**src/rtl/axi_rr_slice_arbiter.sv**
```systemverilog
// -----------------------------------------------------------------------------
// axi_rr_slice_arbiter
//
// Shares one fully-registered AXI-style channel slice among NUM_REQ requesters.
// Requesters are chosen round-robin; once a multi-beat burst starts, the grant
// is locked to that requester until its last beat has been accepted. Accepted
// beats go through a 2-entry (main + skid) register slice, so the downstream
// side sees registered valid/data/last/src and upstream ready is registered.
//
// Ports:
//   aclk         - clock, all state updates on the rising edge
//   areset       - asynchronous active-high reset
//   req_valid_i  - per-requester valid
//   req_last_i   - per-requester last-beat flag
//   req_data_i   - packed payloads, requester i at [i*PAYLOAD_W +: PAYLOAD_W]
//   req_ready_o  - per-requester ready (only the granted requester, only when
//                  the slice has space)
//   out_valid_o  - downstream valid
//   out_data_o   - downstream payload {ID, ADDR, DATA}
//   out_last_o   - downstream last flag
//   out_src_o    - index of the requester that sourced the current beat
//   out_ready_i  - downstream ready
// -----------------------------------------------------------------------------
module axi_rr_slice_arbiter #(
  parameter  int NUM_REQ    = 4,
  parameter  int ID_WIDTH   = 3,
  parameter  int ADDR_WIDTH = 32,
  parameter  int DATA_WIDTH = 32,
  localparam int PAYLOAD_W  = ID_WIDTH + ADDR_WIDTH + DATA_WIDTH,
  localparam int SRC_W      = $clog2(NUM_REQ)
) (
  input  logic                           aclk,
  input  logic                           areset,
  input  logic [NUM_REQ-1:0]             req_valid_i,
  input  logic [NUM_REQ-1:0]             req_last_i,
  input  logic [NUM_REQ*PAYLOAD_W-1:0]   req_data_i,
  output logic [NUM_REQ-1:0]             req_ready_o,
  output logic                           out_valid_o,
  output logic [PAYLOAD_W-1:0]           out_data_o,
  output logic                           out_last_o,
  output logic [SRC_W-1:0]               out_src_o,
  input  logic                           out_ready_i
);

  typedef enum logic {
    IDLE   = 1'b0,
    LOCKED = 1'b1
  } state_t;

  state_t               state_q, state_d;
  logic [SRC_W-1:0]     lock_id_q, lock_id_d;
  logic [SRC_W-1:0]     last_grant_q, last_grant_d;
  logic                 space_q, space_d;

  logic                 main_valid_q, main_valid_d;
  logic [PAYLOAD_W-1:0] main_data_q, main_data_d;
  logic                 main_last_q, main_last_d;
  logic [SRC_W-1:0]     main_src_q, main_src_d;

  logic                 skid_valid_q, skid_valid_d;
  logic [PAYLOAD_W-1:0] skid_data_q, skid_data_d;
  logic                 skid_last_q, skid_last_d;
  logic [SRC_W-1:0]     skid_src_q, skid_src_d;

  logic                 scan_found;
  logic [SRC_W-1:0]     scan_idx;
  logic [SRC_W-1:0]     sel_idx;
  logic                 grant_any;
  logic [NUM_REQ-1:0]   grant;
  logic                 accept;
  logic                 drain;
  logic [PAYLOAD_W-1:0] in_data;
  logic                 in_last;

  logic [PAYLOAD_W-1:0] req_payload [NUM_REQ];

  for (genvar i = 0; i < NUM_REQ; i++) begin : g_unpack
    assign req_payload[i] = req_data_i[i*PAYLOAD_W +: PAYLOAD_W];
  end

  // Round-robin scan: first valid requester starting just after last_grant,
  // wrapping from NUM_REQ-1 back to 0. The last candidate visited is
  // last_grant itself, so a lone requester can be granted repeatedly.
  always_comb begin : rr_scan
    int unsigned      cand;
    logic [SRC_W-1:0] cand_idx;
    scan_found = 1'b0;
    scan_idx   = '0;
    cand       = '0;
    cand_idx   = '0;
    for (int k = 1; k <= NUM_REQ; k++) begin
      cand     = (32'(last_grant_q) + 32'(k)) % 32'(NUM_REQ);
      cand_idx = SRC_W'(cand);
      if (!scan_found && req_valid_i[cand_idx]) begin
        scan_found = 1'b1;
        scan_idx   = cand_idx;
      end
    end
  end

  // While locked the grant is pinned to the burst owner even if it drops
  // valid; nobody else may slip a beat into the middle of a burst.
  always_comb begin
    sel_idx   = scan_idx;
    grant_any = scan_found;
    if (state_q == LOCKED) begin
      sel_idx   = lock_id_q;
      grant_any = 1'b1;
    end
    grant = '0;
    if (grant_any) begin
      grant[sel_idx] = 1'b1;
    end
  end

  // Ready comes from a registered space flag so it never depends on the
  // downstream ready combinationally.
  assign req_ready_o = grant & {NUM_REQ{space_q}};
  assign accept      = grant_any & space_q & req_valid_i[sel_idx];
  assign in_data     = req_payload[sel_idx];
  assign in_last     = req_last_i[sel_idx];
  assign drain       = main_valid_q & out_ready_i;

  // Slice occupancy. Since ready is withheld whenever the skid is full, an
  // accepted beat never coincides with a skid-to-main transfer.
  always_comb begin
    main_valid_d = main_valid_q;
    main_data_d  = main_data_q;
    main_last_d  = main_last_q;
    main_src_d   = main_src_q;
    skid_valid_d = skid_valid_q;
    skid_data_d  = skid_data_q;
    skid_last_d  = skid_last_q;
    skid_src_d   = skid_src_q;

    if (drain) begin
      if (skid_valid_q) begin
        main_valid_d = 1'b1;
        main_data_d  = skid_data_q;
        main_last_d  = skid_last_q;
        main_src_d   = skid_src_q;
        skid_valid_d = 1'b0;
      end else begin
        main_valid_d = accept;
        if (accept) begin
          main_data_d = in_data;
          main_last_d = in_last;
          main_src_d  = sel_idx;
        end
      end
    end else if (accept) begin
      if (!main_valid_q) begin
        main_valid_d = 1'b1;
        main_data_d  = in_data;
        main_last_d  = in_last;
        main_src_d   = sel_idx;
      end else begin
        skid_valid_d = 1'b1;
        skid_data_d  = in_data;
        skid_last_d  = in_last;
        skid_src_d   = sel_idx;
      end
    end

    space_d = ~skid_valid_d;
  end

  // Burst lock FSM. A single-beat transfer in IDLE only advances the
  // round-robin pointer; a non-last beat locks onto its requester.
  always_comb begin
    state_d      = state_q;
    lock_id_d    = lock_id_q;
    last_grant_d = last_grant_q;
    case (state_q)
      IDLE: begin
        if (accept) begin
          if (in_last) begin
            last_grant_d = sel_idx;
          end else begin
            state_d   = LOCKED;
            lock_id_d = sel_idx;
          end
        end
      end
      LOCKED: begin
        if (accept && in_last) begin
          state_d      = IDLE;
          last_grant_d = lock_id_q;
        end
      end
      default: state_d = IDLE;
    endcase
  end

  // space_q resets low so no requester sees ready while reset is asserted;
  // it rises on the first clock edge after release.
  always_ff @(posedge aclk or posedge areset) begin
    if (areset) begin
      state_q      <= IDLE;
      lock_id_q    <= '0;
      last_grant_q <= SRC_W'(NUM_REQ - 1);
      space_q      <= 1'b0;
      main_valid_q <= 1'b0;
      main_data_q  <= '0;
      main_last_q  <= 1'b0;
      main_src_q   <= '0;
      skid_valid_q <= 1'b0;
      skid_data_q  <= '0;
      skid_last_q  <= 1'b0;
      skid_src_q   <= '0;
    end else begin
      state_q      <= state_d;
      lock_id_q    <= lock_id_d;
      last_grant_q <= last_grant_d;
      space_q      <= space_d;
      main_valid_q <= main_valid_d;
      main_data_q  <= main_data_d;
      main_last_q  <= main_last_d;
      main_src_q   <= main_src_d;
      skid_valid_q <= skid_valid_d;
      skid_data_q  <= skid_data_d;
      skid_last_q  <= skid_last_d;
      skid_src_q   <= skid_src_d;
    end
  end

  assign out_valid_o = main_valid_q;
  assign out_data_o  = main_data_q;
  assign out_last_o  = main_last_q;
  assign out_src_o   = main_src_q;

endmodule

```
**config.mk**
```make
export PLATFORM = sky130hd
export DESIGN_NAME = axi_rr_slice_arbiter
export DESIGN_NICKNAME = d
export VERILOG_FILES = /design/src/rtl/axi_rr_slice_arbiter.sv
export SDC_FILE = /design/constraint.sdc
export NUM_CORES = 1
export LEC_CHECK = 0
export CAP_MARGIN = 20
export CORE_AREA = 2 2 147 149
export CTS_BUF_LIST = sky130_fd_sc_hd__clkbuf_8
export DETAILED_ROUTE_END_ITERATION = 10
export DIE_AREA = 0 0 149 151
export GPL_TIMING_DRIVEN = 0
export PLACE_DENSITY = 0.83
export RECOVER_POWER = 50
export REMOVE_ABC_BUFFERS = 1
export SLEW_MARGIN = 15
export SYNTH_ARGS = -nofsm -noshare
export SYNTH_HDL_FRONTEND = slang
export SYNTH_SLANG_ARGS = --single-unit
```
**constraint.sdc**
```tcl
create_clock -name aclk -period 7.7 [get_ports aclk]
set_input_delay 1.925 -clock aclk [delete_from_list [all_inputs] [get_ports aclk]]
set_output_delay 1.925 -clock aclk [all_outputs]
set_load 0.02 [all_outputs]
```
==> summary.txt <==
Global route
  • GRT Total Usage: 27.4%
  • Grt ovf: 0
  • Initial antenna violation count: 0
  • First-pass GRT wire length: 48.9 mm
  • Vias in the first global route: 9265
  • Largest net degree at the start of global routing: 79

Placed design
  • Pre-CTS setup slack: 1060 ps
  • I/O Buffers: 353
  • GP Congestion: 0.800
  • Post-DP HPWL: 23.3 mm
  • Area after DPL: 13900 µm²

Finish
  • Nets: 1549
  • Layout cells sized above 1: 17.8%
  • Number of diodes: 0
  • Fillers: 1580
  • Design area: 14300 µm²
  • P&R area growth vs syn: 47.6%

Run status
  • Outcome: complete, but fails checks
  • Failing checks: max-capacitance violations, max-slew violations

Floorplan
  • Top Ports: 354
  • Die Width: 149 µm
  • Core Region: 20800 µm²
  • Initial Utilization: 46.4%
  • Die H: 151 µm
  • Row cnt: 53
  • Die ar.: 22500 µm²

Worst setup path
  • Startpoint types: input port
  • CP max stage delay: 630 ps
  • FF-to-FF Start: state_q
  • Critical Path RT: 5780 ps
  • Crit-path max FO: 13
  • Most Frequent Cell on Critical Path: clkdlybuf4s50_1
  • Worst endpoint data arrival time: 4760 ps
  • Endpoint class of the critical path: output port
  • Critical path startpoint: req_valid_i[1]
  • CP max-delay cell: clkdlybuf4s50_1
  • Critical path class: input port to output port
  • CP Cell Sequence: clkdlybuf4s50_1, or3b_1, a21o_1, a311oi_4, nand2_1, nor2_1, clkdlybuf4s50_1

Yosys
  • Synth area leaders: dfrtp_1 38%, mux2i_1 14%, mux2_2 8.4%
  • Avg Cell Area, Syn: 10.2 µm²
  • Synthesis-stage register bit count: 148
  • Yosys cell types: 52
  • Synth async-reset ratio: 100%
  • Post-synth EDFFs: 0
  • Synth Flop Type: dfrtp_1
  • Area fraction of the dominant cell type after synthesis: 37.8%
  • Register area share after synthesis: 38.4%
  • Synth warnings: 0
  • Cell taking the most area after synthesis: dfrtp_1
  • Syn Std Cell Area: 9660 µm²
  • Mapped Cells: 949

STA
  • Final Hold Vio Count: 0
  • Setup TNS: 0 ps
  • Final setup fails: 0
  • F_max: 0.150 GHz
  • Max_slew headroom: -110%
  • Unrepaired setup endpoints after global routing: no
  • Period Utilization, post-route: 86.9%
  • Final slew viol count: 151
  • Clock skew: 13.7 ps
  • Worst Max-Slew Pin Slew: 3130 ps
  • Final WS setup: 1010 ps
  • Final Critical Period: 6690 ps

Routing
  • WL/cell: 20.0 µm
  • Routed Antenna Nets: 0
  • # DRC: 0
  • Via Count: 9439
  • Final WL: 31.2 mm
  • DR pass1 iterations: 5
  • DR iter-0 viols: 484
  • Vias per cell: 6.06

Power
  • Switching pwr: 0.00279 W
  • Total power: 0.00645 W
  • Part of the power in registers: 23.0%
  • PD cells: 452 nW/µm²
  • P_leak: 5.80 nW
  • Clock share of power: 9.7%
  • Internal: 0.00366 W
  • Logic pwr share: 67.3%
  • Switching share of power: 43.2%
  • Worst-case vdd ir drop: 0.226 mV

Clock network
  • Clock Path Buffers: 2
  • TritonCTS Buffers: 17
  • Setup repair bufs after CTS: 0
  • Worst skew pair latency: 450 ps
  • CTS tree: yes
  • Post_cts resized: 0
  • # hold bufs at CTS: 0
  • Clock Tree Root: clkbuf_8
  • Clk sinks: 148
  • Reg clk slew, reported paths: 80 ps
  • # H-tree levels: 4

Run
  • Max_cap viols: 2

Worst hold path
  • Hold WC Path Type: register to register
  • Hold_sp: skid_data_q[35]
## flip-flops by register name (all words and copies together), names as in the netlist
| register | flops |
|---|---|
| skid_data_q | 67 |
| skid_src_q | 2 |
| last_grant_q | 2 |
| lock_id_q | 2 |
| out_valid_o | 1 |
| skid_last_q | 1 |
| state_q | 1 |
| out_data_o | 67 |
| out_src_o | 2 |
| space_q | 1 |
| skid_valid_q | 1 |
| out_last_o | 1 |
## Yosys cell counts (2+ instances only)
master,n
nand2b_1,6
or3b_2,2
o21a_1,2
nor4_1,2
mux2i_1,137
nor3_1,2
nor2_1,78
a221o_1,66
a22oi_1,2
buf_1,14
o221a_2,67
a21o_1,2
a221oi_1,2
nor2b_1,2
and2_1,3
nor3b_1,2
dfstp_2,2
mux2_2,72
dfrtp_1,146
o211ai_1,68
buf_6,2
o21ai_0,71
nand2_1,78
a22o_1,2
a31oi_1,2
a21oi_1,12
inv_1,5
clkbuf_1,50
buf_2,27
## cells by family (layout without fill, tap and decap cells)
kind of cell | count (synthesis) | in the layout | share of synthesized area [%]
AO/OA/AOI/OAI | 309 | 309 | 26.6
buffers and inverters | 99 | 433 | 4.35
flip-flops | 148 | 148 | 38.4
multiplexers | 209 | 209 | 22.6
AND/OR/NAND/NOR | 184 | 184 | 8.02
## cell type report
type	instances	area (µm²)	share of cell area (%)
timing repair buffer	395	4180	29.3
multi-input combinational	702	5580	39.2
clock inverter	13	149	1.04
clock buffer	19	262	1.83
sequential	148	3710	26.0
inverter	6	25.0	0.176
tap	275	344	2.41
## power by group through the flow
| stage | clock network [W] | logic, W | registers (W) |
|---|---|---|---|
| 6_report | 0.000624 | 0.00434 | 0.00148 |
| 5_1_grt | 0.000671 | 0.00467 | 0.00153 |
| 4_1_cts | 0.000638 | 0.00438 | 0.00148 |
| 3_5_place_dp | 0 | 0.00437 | 0.00150 |
| 3_3_place_gp | 0 | 0.00417 | 0.00152 |
| 2_1_floorplan | 0 | 0.00264 | 0.00170 |
## critical path, delay by kind of cell
| kind | cells | cell delay (ps) |
|---|---|---|
| compound gates | 2 | 820 |
| buf+inv | 2 | 1250 |
| simple gates | 3 | 770 |
## layer usage
metal  wire, µm  global-route usage [%]  vias up
li1           -                       -     4351
met1      12300                    32.7     4641
met2      15800                    48.0      383
met3       2110                    5.90       64
met4       1030                    11.4        0
met5          0                       0        -
## path summary, 6_finish.rpt
kind	slack, ps	cells after the start	endpoint
max reg2reg	3640	13	out_data_o[4]
min	510	1	skid_data_q[35]
min in group asynchronous	2820	2	out_data_o[38]
max in group asynchronous	1880	3	skid_data_q[21]
max	1010	7	req_ready_o[3]
min reg2reg	510	1	skid_data_q[35]
## through the flow
stage / util [%] / instances / hold slack (ps)
after CTS: 68.6 / 1558 / 515
after global routing: 68.4 / 1558 / 522
after global placement: 63.1 / 1484 / 481
final: 68.4 / 1558 / 514
after detailed placement: 66.6 / 1526 / 497
after floorplan: - / 856 / 451
## cells in the final DEF, fill, tap and decap left out, types with 38 or more instances in the layout
master           synthesis  layout
clkdlybuf4s50_1          0     315
o21ai_0                 71      70
mux2_2                  72      72
a221o_1                 66      66
dlygate4sd3_1            0      38
o221a_2                 67      67
dfrtp_1                146     145
o211ai_1                68      68
nor2_1                  78      78
mux2i_1                137     137
nand2_1                 78      78
Note: power is estimated with default switching activity, not from simulation.
